===== config.mk =====
export PLATFORM = sky130hd
export DESIGN_NAME = multi_pulse_width_detector
export DESIGN_NICKNAME = d
export VERILOG_FILES = /design/src/rtl/multi_pulse_width_detector.sv
export SDC_FILE = /design/constraint.sdc
export NUM_CORES = 1
export LEC_CHECK = 0
export CORE_UTILIZATION = 48
export DETAILED_ROUTE_END_ITERATION = 12
export DONT_BUFFER_PORTS = 1
export HOLD_SLACK_MARGIN = 0.02
export SYNTH_ARGS = -nofsm -noshare
export SYNTH_HDL_FRONTEND = slang
export SYNTH_SLANG_ARGS = --single-unit

===== constraint.sdc =====
create_clock -name clk -period 4.5 [get_ports clk]
set_input_delay 1.125 -clock clk [delete_from_list [all_inputs] [get_ports clk]]
set_output_delay 1.125 -clock clk [all_outputs]
set_load 0.01 [all_outputs]

===== src/rtl/multi_pulse_width_detector.sv =====
// N-channel edge detector and pulse-width classifier: flags edges, sorts each completed
// high pulse into short / in-window / long and keeps a saturating in-window count per channel.
module multi_pulse_width_detector #(
    parameter int N     = 4,
    parameter int MIN_W = 1,
    parameter int MAX_W = 1,
    parameter int CNT_W = 8
) (
    input  logic               clk,
    input  logic               rst,
    input  logic [N-1:0]       a,
    input  logic               clr,
    output logic [N-1:0]       rise,
    output logic [N-1:0]       fall,
    output logic [N-1:0]       pulse_ok,
    output logic [N-1:0]       pulse_short,
    output logic [N-1:0]       pulse_long,
    output logic [N-1:0]       overrun,
    output logic [N*CNT_W-1:0] ok_count
);

    localparam int CW = $clog2(MAX_W + 2);
    localparam logic [CW-1:0] MIN_C = CW'(MIN_W);
    localparam logic [CW-1:0] MAX_C = CW'(MAX_W);
    localparam logic [CW-1:0] SAT_C = CW'(MAX_W + 1);

    logic [N-1:0]     a_r_q, a_r_d;
    logic [CW-1:0]    cnt_q [N];
    logic [CW-1:0]    cnt_d [N];
    logic [CNT_W-1:0] okc_q [N];
    logic [CNT_W-1:0] okc_d [N];

    // cnt holds the width of the high run ending at a_r, saturating so long pulses stay "long"
    always_comb begin
        a_r_d       = rst ? '0 : a;
        rise        = '0;
        fall        = '0;
        pulse_ok    = '0;
        pulse_short = '0;
        pulse_long  = '0;
        overrun     = '0;
        ok_count    = '0;
        for (int i = 0; i < N; i++) begin
            cnt_d[i] = '0;
            okc_d[i] = okc_q[i];
            ok_count[i*CNT_W +: CNT_W] = okc_q[i];
            if (!rst) begin
                rise[i]        = a[i] & ~a_r_q[i];
                fall[i]        = ~a[i] & a_r_q[i];
                pulse_ok[i]    = fall[i] & (cnt_q[i] >= MIN_C) & (cnt_q[i] <= MAX_C);
                pulse_short[i] = fall[i] & (cnt_q[i] < MIN_C);
                pulse_long[i]  = fall[i] & (cnt_q[i] > MAX_C);
                overrun[i]     = a[i] & a_r_q[i] & (cnt_q[i] == MAX_C);
                if (a[i]) begin
                    cnt_d[i] = (cnt_q[i] == SAT_C) ? SAT_C : cnt_q[i] + 1'b1;
                end
            end
            // clear takes priority over a coincident in-window pulse
            if (rst || clr) begin
                okc_d[i] = '0;
            end else if (pulse_ok[i] && (okc_q[i] != '1)) begin
                okc_d[i] = okc_q[i] + 1'b1;
            end
        end
    end

    always_ff @(posedge clk) begin
        a_r_q <= a_r_d;
        for (int i = 0; i < N; i++) begin
            cnt_q[i] <= cnt_d[i];
            okc_q[i] <= okc_d[i];
        end
    end

endmodule


# Word level (Yosys, flattened, before mapping)
# Memories as Yosys holds them, arrays and structs flattened.
# Index checks and enable logic that the tools add are counted.
# Widths: inputs -> output; s select.
[totals]
register_bits = 4
mem_bits_rw = 40
output_inout_bits = 56
wordCells = 128
memories = 2
[mem_list]
columns = ["name", "words", "width", "read_ports", "rd_clocked_by_memory_dff", "wr", "line", "source"]
rows = [
  ["okc_q", 4, 8, 4, 0, 4, "30", "logic [CNT_W-1:0] okc_q [N];"],
  ["cnt_q", 4, 2, 4, 0, 4, "28", "logic [CW-1:0] cnt_q [N];"],
]
[op_classes]
n_addsub = 8
n_lt_le_gt_ge = 16
eq_ne = 12
muxes = 44
bitwise_logic = 40
n_reduce_logical = 5
[ops]
columns = ["op", "count"]
rows = [
  ["$mux 8", 8],
  ["$add 8x1->8 const B", 4],
  ["$and 1x1->1", 32],
  ["$ne 8x8->1 const B", 4],
  ["$mux 1", 24],
  ["$mux 2", 12],
  ["$add 2x1->2 const B", 4],
  ["$eq 2x1->1 const B", 4],
  ["$eq 2x2->1 const B", 4],
  ["$ge 2x1->1 const B", 4],
  ["$gt 2x1->1 const B", 4],
  ["$le 2x1->1 const B", 4],
  ["$lt 2x1->1 const B", 4],
  ["$not 1->1", 8],
  ["$logic_and 1x1->1", 4],
  ["$logic_or 1x1->1", 1],
]

# Logic depth before layout (Yosys ltp)
[depth]
ltp_word = 8
ltp_mapped = 8
depth_no_buf = 7

# Worst setup path after synthesis
# OpenSTA, ideal clock, no wires.
[synth_timing]
path_kind = "in2out"
startpoint = "input rst"
endpoint = "output pulse_ok[2]"
arrival_time_ns = 2.253
t_required_ns = 3.375
path_slack_ns = 1.122
stages = 4
cell_sequence = "or3b_2 -> or3_1 -> clkbuf_1 -> inv_1"
[synth_between]
elab_chain_cells = 1
[synth_rtl]
columns = ["item", "line", "source"]
rows = [
  ["start, declared", "10", "input logic rst,"],
  ["$mux 1", "47", "if (!rst) begin"],
  ["end, declared", "15", "output logic [N-1:0] pulse_ok,"],
]
# No other way between the ends.

# Final worst setup path
[layout_timing]
startpoint = "input rst"
endpoint = "output pulse_ok[0]"
# Same word-level chain as after synthesis.

==> reports/results.ini <==
[route]
dr.pass1.iters=4
vias=1960
drtIter0Drc=108
totalWireLength_mm=4.87
wl_per_cell_um=14.4
drcViolationCount=0
ant_nets=0
viasPerCell=5.80

[status]
run_status=finished clean

[grt]
antenna_found_initial=0
track_usage_pct=19.6
grt_max_degree=33
first_global_vias=1735
grt_overflow_total=0
grt_pass1_wl_mm=8.05

[setup_path]
worstPathRequired_ns=3.38
reg2reg_depth=4
reg2reg_to=okc_q[1][3]
end_kind=output port
crit_arrival_ns=2.36
path_max_fanout=10
reg2reg_slack_ns=2.37
path_class=in2out
cp-start-kind=input pin
rr_startpoint=a_r_q[1]

[yosys]
synth_edf_count=0
synth_ff_type=dfxtp_1
synth-seq-cells=44
ys_warn_count=0
synth_cell_types=41
ys_async_sr_fraction_pct=0
syn_avg_cell_area_sq_um=8.60
synth_cells=273
synth-seq-area-share_pct=37.5
syn-cell-area_sq_mm=0.00235
synth_nets=300

[timing]
fin_crit_sh_pct=77.4
fmax_ghz=0.287
rsz0062_at_grt=no
final_hold_viol_count=0
slew_viol_final=0
clock_skew_ns=0.00546
tns_ns=0
finalCriticalPeriod_ns=3.48
hold_slack_ns=0.459
slew_headroom_pct=54.4
setup_viol=0
tightestPinTransition_ns=0.677
fin_ws_ns=1.02

[run]
max-cap-violations=0

[min_path]
min_path_type=reg2reg
worstHoldPathCells=1
hold_end=cnt_q[1][0]
hold_start=cnt_q[1][0]

[power_and_ir_drop]
irDropWorstVdd_mv=0.195
leakage_nw=0.932
total_power_w=0.000701
power_density_mw_per_mm2=282

[clock_tree]
clk_latency_ns=0.29
cts-root-buf=clkbuf_8
cts_max_path_buffers=2
path_clk_slew_ns=0.08
cts_tree=yes
cts_inserted_buffers=5
h-tree-depth=2
hold_buffers=0
postCtsSetupBuffers=0
clock_sink_count=44
ctsResizeCount=0

[placement]
dpl.cell_count=331
portBuffers=0
place_ws_ns=1.03
place_hpwl_mm=3.51
gp_congestion=0.786

[finish]
layout-drive-gt1-share_pct=5.17
layout_commonest_cell=dfxtp_1
final_cells=338
area_growth_pct=5.81
multi_input_area_sq_mm=0.00132
insertedDiodeCount=0
fin_nets=298
layout_common_cells=dfxtp_1 (44), inv_1 (28), ha_1 (20), nor3_1 (18), a21oi_1 (17)
seqCellArea_sq_um=881
fillers=449

[floorplanning]
die_width_um=71.9
io_pins=63
fp-row-count=25
dieArea_sq_mm=0.00518
initial_core_util_pct=49.7
die_h_um=71.9
core_area_sq_mm=0.00472

-- cell families after synthesis --
group / after synthesis / share of synthesized area (%)
flops: 44 / 37.5
compound gates: 61 / 17.3
fa+ha+maj: 20 / 10.7
simple gates: 111 / 28.2
buf+inv: 37 / 6.34
-- critical path, cell delays in order --
cell    delay (ns)
or3b_2        0.50
or3_1         0.51
inv_1         0.21
-- synthesized netlist by cell type, types with 2 or more instances --
cell	n	share of area [%]
a211oi_1	6	1.9
a21oi_1	17	3.6
a311oi_1	2	0.75
a31oi_1	5	1.3
a41oi_1	3	1.1
and2_1	9	2.4
and3_1	11	2.9
and4_1	3	1.1
and4b_1	2	0.85
buf_2	2	0.43
clkbuf_1	6	0.96
dfxtp_1	44	38
ha_1	20	11
inv_1	28	4.5
nand2_1	6	0.96
nand2b_1	6	1.6
nand3_1	12	2.6
nand3b_1	2	0.64
nand4_1	3	0.80
nor2_1	10	1.6
nor2b_1	5	1.3
nor3_1	18	3.8
nor4_1	5	1.3
o21ai_0	11	2.3
o311ai_0	5	1.9
o31ai_1	3	0.96
o41ai_1	5	1.9
or3_1	7	1.9
or3b_2	3	1.1
or4_1	3	0.96
-- flip-flops by register name (all words and copies together), names as in the netlist --
name / cells
okc_q: 32
cnt_q: 8
a_r_q: 4
-- layout make-up --
cell class,instances,area share [%]
multi-input combinational,192,53.1
inverter,28,4.23
sequential,44,35.4
clock buffer,7,3.88
tap,67,3.37
-- metrics by stage --
step,util [%],instance area (sq um)
after global placement,50.6,2390
after CTS,52.6,2480
final,52.6,2480
after global routing,52.6,2480
after detailed placement,50.6,2390
after floorplan,-,2350
-- worst max path at each step --
stage / startpoint / to / slack, ns / cells past startpoint
after detailed placement: rst / pulse_ok[0] / 1.03 / 3
after global placement: rst / pulse_ok[0] / 1.05 / 3
after CTS: rst / pulse_ok[0] / 1.02 / 3
after floorplan: rst / pulse_ok[2] / 1.12 / 4
after global routing: rst / pulse_ok[1] / 0.96 / 3
final: rst / pulse_ok[0] / 1.02 / 3
-- metal layers --
layer	global-route usage, %	part of all wire (%)	up-vias
li1	-	-	1002
met1	26.0	50	903
met2	29.8	42	49
met3	6.94	6.9	6
met4	6.54	1.3	0
met5	0	0	-
-- power breakdown --
| group | switching (W) | internal, W | leakage, nW |
|---|---|---|---|
| Clock | 0.000130 | 0.000137 | 0.0503 |
| Sequential | 0.00000442 | 0.000395 | 0.357 |
| Combinational | 0.0000230 | 0.0000120 | 0.525 |
| Total | 0.000157 | 0.000544 | 0.932 |
No activity file was read; power rests on OpenSTA's default activity.
